**config.mk**
```make
export PLATFORM = sky130hd
export DESIGN_NAME = dk_sound_gate_ctrl
export DESIGN_NICKNAME = d
export VERILOG_FILES = /design/src/rtl/dk_sound_pkg.sv /design/src/rtl/sound_gate_channel.sv /design/src/rtl/dk_sound_gate_ctrl.sv
export SDC_FILE = /design/constraint.sdc
export NUM_CORES = 1
export LEC_CHECK = 0
export CORE_AREA = 2 2 103 204
export CTS_BUF_LIST = sky130_fd_sc_hd__clkbuf_4 sky130_fd_sc_hd__clkbuf_8 sky130_fd_sc_hd__clkbuf_16
export DETAILED_ROUTE_END_ITERATION = 10
export DIE_AREA = 0 0 105 206
export PLACE_DENSITY = 0.57
export SLEW_MARGIN = 10
export SYNTH_ARGS = -nofsm -noshare
export SYNTH_HDL_FRONTEND = slang
export SYNTH_SLANG_ARGS = --single-unit
```
**constraint.sdc**
```tcl
create_clock -name clk -period 8.43 [get_ports clk]
set_input_delay 1.2645 -clock clk [delete_from_list [all_inputs] [get_ports clk]]
set_output_delay 1.2645 -clock clk [all_outputs]
set_load 0.02 [all_outputs]
```
**src/rtl/dk_sound_pkg.sv**
```systemverilog
// Shared types and sizing helpers for the sound gate sequencer.
// No logic; hold-counter width and accumulator sizing live here so the top and channels agree.
package dk_sound_pkg;

  typedef enum logic [1:0] {
    IDLE   = 2'd0,
    ACTIVE = 2'd1,
    HOLD   = 2'd2
  } gate_state_t;

  localparam int CNT_W = 16;

  // Accumulator must hold acc + SAMPLE_RATE, which stays below 2*CLOCK_RATE.
  function automatic int acc_width(input int clock_rate);
    return $clog2(clock_rate) + 1;
  endfunction

endpackage

```
**src/rtl/sound_gate_channel.sv**
```systemverilog
// One trigger channel: edge detect, IDLE/ACTIVE/HOLD FSM and sample-tick hold counter.
// Gate is registered, 1 cycle after the rising trigger is sampled; no backpressure, mute overrides all.
module sound_gate_channel
  import dk_sound_pkg::*;
#(
  parameter int MIN_HOLD = 2400,
  parameter bit ONESHOT  = 1'b0
) (
  input  logic clk,
  input  logic reset,
  input  logic trig,
  input  logic tick,
  input  logic mute,
  output logic gate,
  output logic gate_nxt
);

  localparam logic [CNT_W-1:0] HOLD_LEN = CNT_W'(MIN_HOLD);

  gate_state_t      state, state_n;
  logic [CNT_W-1:0] cnt, cnt_n, cnt_dec;
  logic             trig_q, rise;

  assign rise    = trig & ~trig_q;
  assign cnt_dec = (cnt != '0) ? cnt - 1'b1 : '0;

  always_comb begin
    state_n = state;
    cnt_n   = cnt;
    if (mute) begin
      state_n = IDLE;
      cnt_n   = '0;
    end else if (rise && (ONESHOT || state != ACTIVE)) begin
      // A reload always beats a coincident tick.
      state_n = ACTIVE;
      cnt_n   = HOLD_LEN;
    end else if (ONESHOT) begin
      if (state != IDLE && tick) begin
        cnt_n = cnt_dec;
        if (cnt_dec == '0) state_n = IDLE;
      end
    end else begin
      case (state)
        ACTIVE: begin
          if (tick) cnt_n = cnt_dec;
          if (!trig) state_n = (cnt_n != '0) ? HOLD : IDLE;
        end
        HOLD: begin
          if (tick) begin
            cnt_n = cnt_dec;
            if (cnt_dec == '0) state_n = IDLE;
          end
        end
        default: ;
      endcase
    end
  end

  assign gate_nxt = (state_n != IDLE);

  always_ff @(posedge clk) begin
    if (reset) begin
      state  <= IDLE;
      cnt    <= '0;
      trig_q <= 1'b0;
      gate   <= 1'b0;
    end else begin
      state  <= state_n;
      cnt    <= cnt_n;
      trig_q <= trig;
      gate   <= gate_nxt;
    end
  end

endmodule

```
**src/rtl/dk_sound_gate_ctrl.sv**
```systemverilog
// Sound-latch sequencer: fractional audio sample strobe plus NUM_CH min-hold gate channels.
// Gates follow trigger rises after 1 cycle; first strobe after ceil(CLOCK_RATE/SAMPLE_RATE) edges; no backpressure.
module dk_sound_gate_ctrl
  import dk_sound_pkg::*;
#(
  parameter int                CLOCK_RATE   = 1000000,
  parameter int                SAMPLE_RATE  = 48000,
  parameter int                NUM_CH       = 4,
  parameter int                MIN_HOLD     = 2400,
  parameter logic [NUM_CH-1:0] ONESHOT_MASK = '0
) (
  input  logic              clk,
  input  logic              reset,
  input  logic [NUM_CH-1:0] trig,
  input  logic              mute,
  output logic              audio_clk_en,
  output logic [NUM_CH-1:0] gate,
  output logic              active
);

  localparam int               ACC_W = acc_width(CLOCK_RATE);
  localparam logic [ACC_W-1:0] SR    = ACC_W'(SAMPLE_RATE);
  localparam logic [ACC_W-1:0] CR    = ACC_W'(CLOCK_RATE);

  logic [ACC_W-1:0]  acc, acc_sum;
  logic [NUM_CH-1:0] gate_nxt;

  assign acc_sum = acc + SR;

  // Phase accumulator: strobe count is exact over any CLOCK_RATE-cycle window.
  always_ff @(posedge clk) begin
    if (reset) begin
      acc          <= '0;
      audio_clk_en <= 1'b0;
    end else if (acc_sum >= CR) begin
      acc          <= acc_sum - CR;
      audio_clk_en <= 1'b1;
    end else begin
      acc          <= acc_sum;
      audio_clk_en <= 1'b0;
    end
  end

  for (genvar i = 0; i < NUM_CH; i++) begin : g_ch
    sound_gate_channel #(
      .MIN_HOLD (MIN_HOLD),
      .ONESHOT  (ONESHOT_MASK[i])
    ) u_ch (
      .clk      (clk),
      .reset    (reset),
      .trig     (trig[i]),
      .tick     (audio_clk_en),
      .mute     (mute),
      .gate     (gate[i]),
      .gate_nxt (gate_nxt[i])
    );
  end

  always_ff @(posedge clk) begin
    if (reset) active <= 1'b0;
    else       active <= |gate_nxt;
  end

endmodule

```
== After elaboration in Yosys (flattened, before gate mapping) ==
Index checks and enable logic that the tools add are counted.

* Output and inout port bits: 6
* Memories: 0
* Bits in read-only memories: 0
* Register bits: 103
* Latch bits: 0
* Memory bits (writable): 0

* $mul: 0
* Mux-type cells: 58
* Equality and inequality tests: 12
* Add/subtract/negate cells: 6
* Divide/modulo/power cells: 0
* Reductions and logical operators: 34
* Shift-type cells: 0
* $lt $le $gt $ge: 1
* Bitwise gates (word level): 8

{| class="wikitable"
|+ Operators by type and width
! operator !! count
|-
| 16-bit two-way mux || 20
|-
| 16-bit one-hot mux with 2 select lines || 4
|-
| 16-bit nonzero test || 8
|-
| 16-bit zero test || 4
|-
| 16-bit by 1-bit subtractor with 16-bit output (second input constant) || 4
|-
| 12-bit two-way mux || 4
|-
| 2-bit two-way mux || 24
|-
| 21-bit by 16-bit adder with 21-bit output (second input constant) || 1
|-
| 21-bit by 20-bit greater-or-equal comparator with 1-bit output (second input constant) || 1
|-
| 21-bit two-way mux || 1
|-
| 21-bit by 20-bit subtractor with 21-bit output (second input constant) || 1
|-
| 2-bit one-hot mux with 2 select lines || 4
|-
| 2-bit nonzero test || 8
|-
| 3-bit nonzero test || 4
|-
| 3-bit OR reduction || 4
|-
| 2-bit by 1-bit equality test with 1-bit output (second input constant) || 4
|-
| 2-bit equality test (second input constant) || 4
|-
| 2-bit by 1-bit inequality test with 1-bit output (second input constant) || 4
|-
| 1-bit bitwise AND || 4
|-
| 1-bit logical AND || 4
|-
| 1-bit NOT || 4
|-
| 4-bit OR reduction || 1
|-
| 2-bit OR reduction || 1
|-
| 1-bit two-way mux || 1
|}

== Logic depth before layout (Yosys ltp) ==
* Depth in word-level cells: 14
* Mapped depth: 12
* Gate-level depth less buffers: 10

== Hierarchy ==
A second synthesis with hierarchy kept.

* Cell total of the unflattened synthesis: 958
* Area total of the unflattened synthesis: 7248.2 um2

{| class="wikitable"
|+ By module, submodules not included
! module !! cells each !! area each (um2) !! sequential area each (um2) !! times used
|-
| sound_gate_channel at g_ch[0].u_ch ... || 202 || 1472.7 || 400.4 || 3
|-
| sound_gate_channel at g_ch[3].u_ch || 186 || 1491.4 || 400.4 || 1
|-
| dk_sound_gate_ctrl || 166 || 1338.8 || 340.3 || 1
|}

== Least setup slack after synthesis ==
OpenSTA, ideal clock, no wires.

* Path type: reg2reg
* Start point: register g_ch[2].u_ch.cnt[0]
* End point: register active
* Cell stages (with the launch flop): 11
* Setup slack: 5.639 ns
* Data arrival time: 2.652 ns
* Setup time: 0.139 ns
* Clock period less this slack: 2.791 ns
* Data required time: 8.291 ns
* Path through: dfxtp_1 clkbuf_1 inv_1 ha_1 nor3b_2 nand3_1 mux2_2 or4_1 or3b_1 a31oi_2 a41oi_1

* Longest elaborated chain between the ends: 14
* Elaborated cells between the ends (all ways): 18
* Classes of those cells: 1 x add/sub; 12 x mux; 5 x reduce/logical

{| class="wikitable"
|+ Ends and longest elaborated chain
! item !! line !! text
|-
| start, declared || sound_gate_channel.sv:21 || <nowiki>logic [CNT_W-1:0] cnt, cnt_n, cnt_dec;</nowiki>
|-
| start signal, assigned || sound_gate_channel.sv:69 || <nowiki>cnt <= cnt_n;</nowiki>
|-
| 16-bit by 1-bit subtractor with 16-bit output / 16-bit nonzero test (equally long branches) || sound_gate_channel.sv:25 || <nowiki>assign cnt_dec = (cnt != '0) ? cnt - 1'b1 : '0;</nowiki>
|-
| 16-bit two-way mux || sound_gate_channel.sv:25 ||
|-
| 16-bit two-way mux || n/a ||
|-
| 16-bit two-way mux || sound_gate_channel.sv:43 || <nowiki>case (state)</nowiki>
|-
| 16-bit two-way mux || sound_gate_channel.sv:33 || <nowiki>end else if (rise && (ONESHOT || state != ACTIVE)) begin</nowiki>
|-
| 16-bit two-way mux || sound_gate_channel.sv:30 || <nowiki>if (mute) begin</nowiki>
|-
| 16-bit nonzero test || sound_gate_channel.sv:46 || <nowiki>if (!trig) state_n = (cnt_n != '0) ? HOLD : IDLE;</nowiki>
|-
| 2-bit two-way mux (2 in a row) || sound_gate_channel.sv:46 ||
|-
| 2-bit one-hot mux with 2 select lines (*) || sound_gate_channel.sv:43 ||
|-
| 2-bit two-way mux (*) || sound_gate_channel.sv:33 ||
|-
| 2-bit two-way mux (*) || sound_gate_channel.sv:30 ||
|-
| 2-bit nonzero test (*) || sound_gate_channel.sv:59 || <nowiki>assign gate_nxt = (state_n != IDLE);</nowiki>
|-
| 4-bit OR reduction (*) || dk_sound_gate_ctrl.sv:61 || <nowiki>else active <= |gate_nxt;</nowiki>
|-
| end signal, assigned || dk_sound_gate_ctrl.sv:61 ||
|-
| end, declared || dk_sound_gate_ctrl.sv:18 || <nowiki>output logic active</nowiki>
|}

Every way passes the cells marked *; elsewhere a longest branch is shown, timed or not. The select of a mux whose other input is x is not followed.
A chain may end at the register's enable or synchronous reset.

== Worst setup path in the final report ==
* Start point: register g_ch[1].u_ch.cnt[6]
* End point: register active

* Longest elaborated chain between the ends: 14
* Elaborated cells between the ends (all ways): 18
* Classes of those cells: 1 x add/sub; 12 x mux; 5 x reduce/logical

{| class="wikitable"
|+ Ends and longest elaborated chain
! item !! line
|-
| start, declared || sound_gate_channel.sv:21
|-
| start signal, assigned || sound_gate_channel.sv:69
|-
| 16-bit by 1-bit subtractor with 16-bit output / 16-bit nonzero test (equally long branches) || sound_gate_channel.sv:25
|-
| 16-bit two-way mux || sound_gate_channel.sv:25
|-
| 16-bit two-way mux || n/a
|-
| 16-bit two-way mux || sound_gate_channel.sv:43
|-
| 16-bit two-way mux || sound_gate_channel.sv:33
|-
| 16-bit two-way mux || sound_gate_channel.sv:30
|-
| 16-bit nonzero test || sound_gate_channel.sv:46
|-
| 2-bit two-way mux (2 in a row) || sound_gate_channel.sv:46
|-
| 2-bit one-hot mux with 2 select lines (*) || sound_gate_channel.sv:43
|-
| 2-bit two-way mux (*) || sound_gate_channel.sv:33
|-
| 2-bit two-way mux (*) || sound_gate_channel.sv:30
|-
| 2-bit nonzero test (*) || sound_gate_channel.sv:59
|-
| 4-bit OR reduction (*) || dk_sound_gate_ctrl.sv:61
|}

Marks and branches as above.

==> results_dict.tcl <==
set metrics [dict create \
    status "finished clean" \
    async_flop_share 0 \
    cts_resized 0 \
    start_util 0.351 \
    synth.largest_area_cell "dfxtp_1" \
    syn_inst 970 \
    dieArea_sq_mm 0.0216 \
    postCtsHoldBufs 0 \
    synth_edf_count 0 \
    die_h_um 206 \
    critPathKind "flop to flop" \
    required_ps 8630 \
    core_area_sq_mm 0.0202 \
    power.density_mw_per_mm2 160 \
    crit_buf_inv 0 \
    grt_overflow_total 0 \
    synth_top_area_frac 0.274 \
    worstHoldPathCells 2 \
    crit_path_top_delay_cell "nor3_1" \
    drt_first_pass_iters 6 \
    relSlewSlack 0.214 \
    area_growth_pct 6.65 \
    tightestPinTransition_ps 1170 \
    cts_setup_buffers 0 \
    crit_fanout 12 \
    grt_first_pass_wirelength_um 31700 \
    syn_avg_cell_area_sq_um 7.30 \
    std_cell_rows 74 \
    leakagePower_nw 2.58 \
    drt_iter0_drc 430 \
    irDropWorstVdd_mv 0.0892 \
    worstHoldPathType "flop to flop" \
    antenna_left 0 \
    finalPower_mw 1.21 \
    start_kind "flop" \
    synth_cell_types 81 \
    crit_family "simple AND/OR/NAND/NOR gates" \
    final_area_sq_mm 0.00755 \
    cts-root-buf "clkbuf_16" \
    hold_end "g_ch[0].u_ch.state[0]$_SDFF_PP0_" \
    portBuffers 12 \
    routed_via_density 5.96 \
    drive_gt1_frac 0.0583 \
    grt_max_degree 45 \
    timing.final.ws_setup_ps 5050 \
    die_x_um 105 \
    clk_pin_slew_worst_paths_ps 80 \
    clk-insertion-delay-late_ps 350 \
    finalWirelength_um 19000 \
    final_max_slew_viol_count 0 \
    vias 7109 \
    min-delay-start "g_ch[0].u_ch.state[0]$_SDFF_PP0_" \
    rrSetupSlack_ps 5050 \
    synthTopCellsByCount "nor2_1, dfxtp_1, a21oi_1, clkbuf_1, nor3_1" \
    fmax_mhz 296 \
    ff2ff_path_depth 8 \
    cp-end-kind "flop" \
    cp.arrival_ps 3580 \
    grt_pass1_vias 6463 \
    dp_slack_ps 5040 \
    dpl.hpwl_um 13200 \
    clock_sinks 97 \
    ys_ff_latch 97 \
    cts_buffers 9 \
    synth_most_common_cell "nor2_1" \
    antenna_found_initial 0 \
    holdWs_ps 540 \
    r2r-start "g_ch[1].u_ch.cnt[6]$_SDFFE_PP0P_" \
    fin_tns_setup_ps 0 \
    timing.rr.end "active$_SDFF_PP0_" \
    h-tree-depth 3 \
    period_needed_ps 3380 \
    ys_seq_area_frac 0.274 \
    syn_area_sq_mm 0.00708 \
    ys.flop_type "dfxtp_1" \
    cts_tree "yes" \
    ios 13 \
    fin_worst_skew_ps 11.6 \
    path_cells "nor3_1 -> nand2_1 -> nand4bb_1 -> a211o_1 -> a211oi_1 -> o221ai_1 -> nor4_1 -> a41oi_1" \
    clockBufferDepth 2 \
    period_share 0.401 \
    cap_violations 0 \
    hold_violations 0 \
    gp_congestion 0.904 \
    setup_viol_count_final 0 \
    synth_area_leaders "dfxtp_1, nor2_1, a21oi_1, nor3_1, o21ai_0" \
    wl_per_cell_um 15.9 \
    placed_area_sq_mm 0.00726 \
    antenna-diode-count 0 \
    final_nets 946 \
    synth_nets 994 \
    synth_warnings 0 \
    rsz0062_at_grt "no" \
    grtUsageTotal 0.174 \
    remaining_drc_errors 0 \
    crit_path_max_incr_delay_ps 950 \
]
## worst max-delay path by stage
stage | startpoint | endpoint | cells past startpoint
3_5_place_dp | reset | g_ch[1].u_ch.cnt[2]$_SDFFE_PP0N_ | 5
3_3_place_gp | trig[3] | active$_SDFF_PP0_ | 9
5_1_grt | g_ch[1].u_ch.cnt[6]$_SDFFE_PP0P_ | active$_SDFF_PP0_ | 8
6_report | g_ch[1].u_ch.cnt[6]$_SDFFE_PP0P_ | active$_SDFF_PP0_ | 8
2_1_floorplan | g_ch[2].u_ch.cnt[0]$_SDFFE_PP0N_ | active$_SDFF_PP0_ | 10
4_1_cts | g_ch[1].u_ch.cnt[6]$_SDFFE_PP0P_ | active$_SDFF_PP0_ | 8
## worst min-delay path, cell delays in order, from the launching register on
cell and delay, ps:
dfxtp_1 330, a21oi_1 120, nor2_1 40
## cells in the final DEF (no fill, tap or decap), types with 10 or more instances in the layout
master / Yosys / routed
nor2_1: 125 / 125
dfxtp_1: 97 / 97
a21oi_1: 86 / 86
nor3_1: 59 / 59
nand2_1: 58 / 58
o21ai_0: 50 / 50
inv_1: 34 / 34
or3_1: 24 / 24
nand4_1: 22 / 22
or4_1: 21 / 21
a31oi_1: 19 / 19
nor4_1: 19 / 18
ha_1: 17 / 17
nand3_1: 15 / 15
xnor2_1: 13 / 13
nand2b_1: 12 / 12
o31ai_1: 12 / 12
xor2_1: 12 / 12
clkdlybuf4s50_1: 0 / 12
or2_2: 10 / 10
nor2b_1: 10 / 10
nand3b_1: 10 / 10
## registers in the layout, summed over array words and instances (netlist names)
name,cells
g_ch.u_ch.cnt,64
acc,15
g_ch.u_ch.state,8
g_ch.u_ch.gate,4
g_ch.u_ch.trig_q,4
active,1
audio_clk_en,1
## cell type report
type,count,area [sq um]
Timing Repair Buffer,16,150
Multi-Input combinational cell,764,4710
Clock buffer,10,239
Fill cell,2175,12600
Clock inverter,6,50.0
Inverter,34,128
Sequential cell,97,1940
Tap cell,266,333
## metrics by stage
stage	cells	utilization
2_1_floorplan	970	-
5_1_grt	1193	0.374
3_5_place_dp	1177	0.360
3_3_place_gp	1177	0.360
4_1_cts	1193	0.374
6_report	1193	0.374
## per-layer routing
layer,vias up,GRT usage,share of wire
met5,-,0,0
met4,0,0.0581,0.017
met3,35,0.0237,0.054
met2,252,0.289,0.47
met1,3322,0.233,0.46
li1,3500,-,-
## power breakdown
part | internal (mW) | switching [mW] | leakage [nW]
registers | 0.482 | 0.0343 | 0.789
logic | 0.113 | 0.166 | 1.65
clock network | 0.213 | 0.200 | 0.141
## cells by family (layout without fill, tap and decap cells)
logic type               count (synthesis)  in the layout  share of synthesized area
AND/OR/NAND/NOR                        447            447                      0.345
AO/OA/AOI/OAI                          260            260                      0.236
buffers and inverters                  109             66                     0.0615
flip-flops                              97             97                      0.274
XOR/XNOR                                25             25                     0.0309
adder cells (fa/ha/maj)                 17             17                     0.0301
multiplexers                            15             15                     0.0223
No activity file was read; power rests on OpenSTA's default activity.
